==> src/rtl/dmem_arbiter.sv <==
// dmem_arbiter: round-robin req/ack arbiter and sequencer sharing one data-memory port between
// the core (C) and DMA (D) masters. Define DMEM_ARB_PERF_EN to add grant/conflict counters.
module dmem_arbiter #(
    parameter int                    DATA_WIDTH = 32,
    parameter int                    ADDR_WIDTH = 32,
    parameter logic [ADDR_WIDTH-1:0] DMEM_BASE  = 32'h02000000
) (
    input  logic                  clk,
    input  logic                  rst_n,
    input  logic                  c_req,
    input  logic                  c_we,
    input  logic [ADDR_WIDTH-1:0] c_addr,
    input  logic [DATA_WIDTH-1:0] c_wdata,
    output logic                  c_ack,
    output logic                  c_err,
    output logic [DATA_WIDTH-1:0] c_rdata,
    input  logic                  d_req,
    input  logic                  d_we,
    input  logic [ADDR_WIDTH-1:0] d_addr,
    input  logic [DATA_WIDTH-1:0] d_wdata,
    output logic                  d_ack,
    output logic                  d_err,
    output logic [DATA_WIDTH-1:0] d_rdata,
    output logic                  mem_wr_en,
    output logic [ADDR_WIDTH-1:0] mem_addr,
    output logic [DATA_WIDTH-1:0] mem_wr_data,
    input  logic [DATA_WIDTH-1:0] mem_rd_data,
    output logic                  busy,
`ifdef DMEM_ARB_PERF_EN
    input  logic                  perf_clr,
    output logic [15:0]           perf_c_grants,
    output logic [15:0]           perf_d_grants,
    output logic [15:0]           perf_conflicts,
`endif
    output logic [1:0]            dbg_state
);

    typedef enum logic [1:0] {
        IDLE   = 2'd0,
        ACCESS = 2'd1,
        RESP   = 2'd2
    } state_t;

    state_t                state_q;
    logic                  ptr_q;      // 1: D is preferred on the next conflict
    logic                  port_q;     // 1: D holds the current grant
    logic                  we_q;
    logic                  err_q;
    logic                  busy_q;
    logic                  mem_wr_en_q;
    logic [ADDR_WIDTH-1:0] mem_addr_q;
    logic [DATA_WIDTH-1:0] mem_wr_data_q;
    logic                  c_ack_q, c_err_q, d_ack_q, d_err_q;
    logic [DATA_WIDTH-1:0] c_rdata_q, d_rdata_q;

    logic                  any_req;
    logic                  pick_d;
    logic                  sel_we;
    logic [ADDR_WIDTH-1:0] sel_addr;
    logic [DATA_WIDTH-1:0] sel_wdata;
    logic                  sel_err;

    assign any_req   = c_req | d_req;
    assign pick_d    = d_req & (~c_req | ptr_q);
    assign sel_we    = pick_d ? d_we    : c_we;
    assign sel_addr  = pick_d ? d_addr  : c_addr;
    assign sel_wdata = pick_d ? d_wdata : c_wdata;
    assign sel_err   = (sel_addr < DMEM_BASE) || (sel_addr[1:0] != 2'b00);

    // Memory-side outputs are registered so a rejected access never reaches the memory pins.
    always_ff @(posedge clk or negedge rst_n) begin
        if (!rst_n) begin
            state_q       <= IDLE;
            ptr_q         <= 1'b0;
            port_q        <= 1'b0;
            we_q          <= 1'b0;
            err_q         <= 1'b0;
            busy_q        <= 1'b0;
            mem_wr_en_q   <= 1'b0;
            mem_addr_q    <= '0;
            mem_wr_data_q <= '0;
            c_ack_q       <= 1'b0;
            c_err_q       <= 1'b0;
            c_rdata_q     <= '0;
            d_ack_q       <= 1'b0;
            d_err_q       <= 1'b0;
            d_rdata_q     <= '0;
        end else begin
            case (state_q)
                IDLE: begin
                    if (any_req) begin
                        port_q        <= pick_d;
                        we_q          <= sel_we;
                        err_q         <= sel_err;
                        ptr_q         <= ~pick_d;
                        busy_q        <= 1'b1;
                        mem_wr_en_q   <= sel_we & ~sel_err;
                        mem_addr_q    <= sel_err ? '0 : sel_addr;
                        mem_wr_data_q <= sel_err ? '0 : sel_wdata;
                        state_q       <= ACCESS;
                    end
                end
                ACCESS: begin
                    mem_wr_en_q   <= 1'b0;
                    mem_addr_q    <= '0;
                    mem_wr_data_q <= '0;
                    if (port_q) begin
                        d_ack_q   <= 1'b1;
                        d_err_q   <= err_q;
                        d_rdata_q <= (!we_q && !err_q) ? mem_rd_data : '0;
                    end else begin
                        c_ack_q   <= 1'b1;
                        c_err_q   <= err_q;
                        c_rdata_q <= (!we_q && !err_q) ? mem_rd_data : '0;
                    end
                    state_q <= RESP;
                end
                RESP: begin
                    c_ack_q <= 1'b0;
                    d_ack_q <= 1'b0;
                    busy_q  <= 1'b0;
                    state_q <= IDLE;
                end
                default: begin
                    busy_q  <= 1'b0;
                    state_q <= IDLE;
                end
            endcase
        end
    end

    assign c_ack       = c_ack_q;
    assign c_err       = c_err_q;
    assign c_rdata     = c_rdata_q;
    assign d_ack       = d_ack_q;
    assign d_err       = d_err_q;
    assign d_rdata     = d_rdata_q;
    assign mem_wr_en   = mem_wr_en_q;
    assign mem_addr    = mem_addr_q;
    assign mem_wr_data = mem_wr_data_q;
    assign busy        = busy_q;
    assign dbg_state   = state_q;

`ifdef DMEM_ARB_PERF_EN
    logic [15:0] perf_c_q, perf_d_q, perf_conf_q;
    logic        in_idle;

    assign in_idle = (state_q == IDLE);

    always_ff @(posedge clk or negedge rst_n) begin
        if (!rst_n) begin
            perf_c_q    <= '0;
            perf_d_q    <= '0;
            perf_conf_q <= '0;
        end else if (perf_clr) begin
            perf_c_q    <= '0;
            perf_d_q    <= '0;
            perf_conf_q <= '0;
        end else begin
            if (in_idle && c_req && !pick_d && perf_c_q != 16'hFFFF)
                perf_c_q <= perf_c_q + 16'd1;
            if (in_idle && pick_d && perf_d_q != 16'hFFFF)
                perf_d_q <= perf_d_q + 16'd1;
            if (in_idle && c_req && d_req && perf_conf_q != 16'hFFFF)
                perf_conf_q <= perf_conf_q + 16'd1;
        end
    end

    assign perf_c_grants  = perf_c_q;
    assign perf_d_grants  = perf_d_q;
    assign perf_conflicts = perf_conf_q;
`endif

endmodule

==> config.mk <==
export PLATFORM = sky130hd
export DESIGN_NAME = dmem_arbiter
export DESIGN_NICKNAME = d
export VERILOG_FILES = /design/src/rtl/dmem_arbiter.sv
export SDC_FILE = /design/constraint.sdc
export NUM_CORES = 1
export LEC_CHECK = 0
export BUFFER_PORTS_ARGS = -buffer_cell sky130_fd_sc_hd__buf_2
export CAP_MARGIN = 10
export CORE_MARGIN = 2
export CORE_UTILIZATION = 45
export CTS_CLUSTER_DIAMETER = 60
export CTS_CLUSTER_SIZE = 14
export DETAILED_ROUTE_END_ITERATION = 12
export PLACE_DENSITY = 0.75
export SLEW_MARGIN = 20
export SYNTH_ARGS = -nofsm -noshare
export SYNTH_HDL_FRONTEND = slang
export SYNTH_SLANG_ARGS = --single-unit
export TNS_END_PERCENT = 1
==> constraint.sdc <==
create_clock -name clk -period 2.2 [get_ports clk]
set_input_delay 0.11 -clock clk [delete_from_list [all_inputs] [get_ports clk]]
set_output_delay 0.11 -clock clk [all_outputs]
set_load 0.02 [all_outputs]
Yosys cells after proc, flatten, opt, wreduce, memory -nomap -nowiden
Cells that the tools add are included.
- flip-flop bits (word level): 140
- input port bits: 166
- output and inout port bits: 136
- word-level logic and storage cells: 65
- order comparisons: 1
- equal/unequal tests: 5
- multiplexer cells: 20
- bitwise operators: 9
- reductions and logical operators: 15
- operators with widths (cell ; number):
    $mux 32 ; 7
    $pmux 32 s2 ; 2
    $lt 32x26->1 const B ; 1
    $reduce_and 2->1 ; 7
    $pmux 1 s2 ; 4
    $ne 2x2->1 const B ; 3
    $reduce_bool 2->1 ; 3
    $mux 1 ; 5
    $not 1->1 ; 5
    $pmux 2 s2 ; 1
    $and 1x1->1 ; 2
    $eq 2x1->1 const B ; 1
    $eq 2x2->1 const B ; 1
    $logic_not 1->1 ; 2
    $logic_not 2->1 ; 1
    $mux 2 ; 1
    $or 1x1->1 ; 2
    $logic_and 1x1->1 ; 1
    $logic_or 1x1->1 ; 1

Depth between registers and ports, before layout
- depth in word-level cells: 10
- mapped depth: 6
- gate-level depth less buffers: 5

Worst setup path after synthesis
OpenSTA, ideal clock, no wires.
- kind: flip-flop to flip-flop
- start point: register ptr_q
- end point: register mem_addr_q[10], in the netlist mem_addr[10]
- setup time: 0.092 ns
- arrival time: 1.590 ns
- data required time: 2.108 ns
- slack: 0.518 ns
- stages on the path, launching flop included: 7
- buffers on the path: 2
- period minus slack after synthesis: 1.682 ns
- cell sequence: dfrtp_1 -> or2b_2 -> nand2_1 -> mux2_4 -> buf_6 -> buf_6 -> o31ai_2
- word-level cells in the longest chain between the ends: 8
- elaborated cells on any way between the ends: 9
- those cells by class: 1 x order compare; 4 x mux; 2 x bitwise; 2 x reduce/logical
- ends and longest elaborated chain (item ; RTL line ; RTL):
    from (decl) ; 45 ; logic ptr_q;
    from (signal assigned) ; 95 ; ptr_q <= ~pick_d;
    $or 1x1->1 * ; 64 ; assign pick_d = d_req & (~c_req | ptr_q);
    $and 1x1->1 * ; 64 ;
    $mux 32 * ; 66 ; assign sel_addr = pick_d ? d_addr : c_addr;
    $lt 32x26->1 / $reduce_bool 2->1 (equally long branches) ; 68 ; assign sel_err = (sel_addr < DMEM_BASE) || (sel_addr[1:0] != 2'b00);
    $logic_or 1x1->1 ; 68 ;
    $mux 32 * ; 98 ; mem_addr_q <= sel_err ? '0 : sel_addr;
    $mux 32 * ; 91 ; if (any_req) begin
    $pmux 32 s2 * ; 89 ; case (state_q)
    to (signal assigned) ; 98 ;
    to (decl) ; 51 ; logic [ADDR_WIDTH-1:0] mem_addr_q;
Every way passes the cells marked *; elsewhere a longest branch is shown, timed or not. The select of a mux whose other input is x is not followed.
A chain may end at the register's enable or synchronous reset.

Worst setup path after layout
- start point: register ptr_q
- end point: register mem_addr_q[25], in the netlist mem_addr[25]
Same word-level chain as after synthesis.

==> summary.txt <==
Route
  – Wire length per cell: 15.9 um
  – Drt first pass iters: 6
  – Routed WL: 17.3 mm
  – DRT antenna net count: 0
  – DRT iter0 DRCs: 341
  – Number of remaining DRC errors: 0
  – DR vias: 5487
  – Avg Vias per Cell: 5.04

STA
  – Setup Viol. Count Final: 0
  – Fmax achieved: 0.485 GHz
  – Slack of the critical path: 0.140 ns
  – Setup Skew: 0.00947 ns
  – Max Transition Viols Final: 0
  – Sum Neg Setup Slack: 0 ns
  – Final period util: about 94%
  – Hold Fails Final Rpt: 0
  – Slew HR: between 60% and 70%
  – RSZ-0062 raised after global routing: no
  – Min Tclk post-route: 2.06 ns
  – Worst-margin pin slew: 0.474 ns

Floorplanning
  – Placeable Area: about 0.013 sq mm
  – Rows: 42
  – Die width: 121 um
  – Die Span Y: 121 um
  – Starting density of the core: 46.3%
  – Die area: 0.0146 sq mm
  – Io pins: between 300 and 400

Logic synthesis
  – Flops & latches, synth: 140
  – Post-synth top area share: 56.9%
  – Synth Instances: around 570
  – Synthesized Nets: 739
  – Synth area leader: dfrtp_1
  – Post-synthesis sequential area ratio: 56.9%
  – Ys Warns: 0
  – Synth cell types: 29
  – Share of flip-flops with an asynchronous set or reset: 100%
  – Synthesized area per cell: 10.7 sq um
  – Synth Flop Type: dfrtp_1
  – Top cells by area, synth: dfrtp_1 57%, mux2i_1 10%, nand2_1 9.9%
  – Number of synthesized flops with an enable pin: 0
  – Post-Syn Area: 0.00615 sq mm

GRT
  – Initial antenna violation count: 0
  – GRT Util Overall: 23.8%
  – Largest net degree at the start of global routing: 59
  – First-pass GRT wire length: 27.0 mm
  – Vias in the first global route: 5452
  – Global route overflow: 0

Cells and area
  – Synth-to-layout area growth: 42.8%
  – # diodes: 0
  – Fillers: approximately 1100
  – Util after Layout: 66.1%
  – Layout net count: around 1100
  – Layout cell share with drive strength beyond 1: 40.4%
  – Final cell count without fillers: 1088

Clock network
  – Clk_lat worst skew: 0.41 ns
  – # clock sinks: 140
  – H-tree Lvls: 4
  – Clock slew seen by the registers of the worst setup and hold paths: approximately 0.060 ns
  – CTS root buffer: clkbuf_16
  – Post-CTS setup buffer count: 0
  – CTS tree: built
  – Number of CTS-inserted buffers: 17
  – Clock buffer depth: 2

Pwr
  – P per Cell Area: between 1000 and 1500 mW/mm^2
  – Pleak: 0.00472 uW
  – VDD IR max: 509 uV
  – Total power: roughly 11000 uW

Worst setup path
  – WP data arrival: 2.34 ns
  – Worst EP required: approximately 2.5 ns
  – CP max FO: 18
  – CP Launch Type: flip-flop
  – Worst setup EP type: flip-flop
  – WS Path Type: flip-flop to flip-flop
  – Worst R2R Start: ptr_q
  – CP startpoint: ptr_q

Hold path
  – HP Class: primary input to flip-flop
  – Worst Hold Launch: c_addr[26]

Placement
  – Setup WS pre-CTS: 0.409 ns
  – PortBufs: 301
  – Detail Placement HPWL: 12.1 mm
  – Dpl cells: 1020
  – GP Congestion: ~0.81

Status
  – Outcome: completed

Job
  – Max cap viols: 0
==> worst paths after layout <==
kind | endpoint | slack (ns) | cells after the start
setup / recovery | mem_addr[25] | 0.14 | 6
hold / removal | mem_addr[26] | 0.02 | 3
setup reg to reg | mem_addr[25] | 0.14 | 6
hold reg to reg | mem_addr[8] | 0.47 | 2
max in group asynchronous | c_rdata[11] | 1.28 | 3
min in group asynchronous | d_rdata[27] | 0.19 | 2
==> cell type report <==
type / count / area, sq um / share of cell area, %
Inverter: 4 / 16.3 / 0.185
Clock inverter: 11 / 169 / 1.92
Tap cell: 176 / 220 / 2.51
Clock buffer: 19 / 443 / 5.04
Multi-Input combinational cell: 386 / 2330 / 26.6
Sequential cell: 140 / 3500 / 39.9
Timing Repair Buffer: 352 / 2100 / 23.9
==> cell usage after synthesis (3+ instances only) <==
library cell  instances
nand2_1             163
dfrtp_1             140
o21ai_0              78
mux2i_1              63
o31ai_1              46
clkbuf_1             24
buf_6                11
o31ai_2              10
buf_8                 6
nor2_1                5
inv_1                 3
==> cells by family after synthesis <==
logic type | share of synthesized area, %
AND/OR/NAND/NOR | 12.0
AO/OA/AOI/OAI | 14.8
multiplexers | 10.9
buffers and inverters | 5.37
flip-flops | 56.9
==> state kept, by name (all words and copies together) (netlist names) <==
name,count
mem_addr,32
c_err,1
mem_wr_data,32
busy,1
d_ack,1
port_q,1
d_rdata,32
d_err,1
c_rdata,32
ptr_q,1
we_q,1
err_q,1
mem_wr_en,1
dbg_state,2
c_ack,1
==> where the power goes <==
| part | switching, uW | internal, uW |
|---|---|---|
| clock | 1040 | 1910 |
| combinational | 2600 | 1350 |
| sequential | 483 | 3400 |
| total | 4130 | 6660 |
==> repair_timing <==
action,4_1_cts,5_1_grt
resized for setup,0,2
hold buffers,38,0
hold endpoints to repair,108,0
endpoints found under the setup margin,0,2
==> placed cells by master (no fill, tap or decap), types with 2 or more instances in the layout <==
| cell type | count |
|---|---|
| nor4_2 | 2 |
| and2_1 | 2 |
| nand2_1 | 161 |
| buf_2 | 300 |
| nor2b_1 | 2 |
| bufinv_16 | 4 |
| clkinv_2 | 4 |
| dfrtp_1 | 140 |
| nor2_1 | 4 |
| o21ai_0 | 78 |
| clkbuf_16 | 17 |
| dlygate4sd3_1 | 38 |
| buf_12 | 8 |
| o31ai_1 | 46 |
| or4_1 | 2 |
| clkinv_4 | 2 |
| mux2_2 | 2 |
| inv_1 | 3 |
| mux2i_1 | 63 |
| buf_4 | 4 |
| o31ai_2 | 10 |
==> metal layers <==
| metal | wire, um | part of all wire, % | vias up | GRT usage (%) |
|---|---|---|---|---|
| li1 | - | - | 2639 | - |
| met1 | 6760 | 39 | 2575 | 29.0 |
| met2 | 8960 | 52 | 250 | 41.1 |
| met3 | 1230 | 7.1 | 23 | 5.40 |
| met4 | 303 | 1.8 | 0 | 9.08 |
| met5 | 0 | 0 | - | 0 |
==> worst max-delay path, cell delays in order (launching register included) <==
cell and delay, ns:
dfrtp_1 0.37, or2b_2 0.36, nand2_4 0.13, buf_8 0.21, mux2i_1 0.20, dlygate4sd3_1 0.57
o21ai_0 0.09
==> per-stage QoR <==
step / instance area [sq um] / hold WS (ns)
after floorplan: 6150 / -0.186
after global routing: 8780 / 0.0225
final: 8780 / 0.0208
after global placement: 7780 / 0.0703
after CTS: 8780 / 0.000255
after detailed placement: 7780 / 0.0742
No activity file was read; power rests on OpenSTA's default activity.
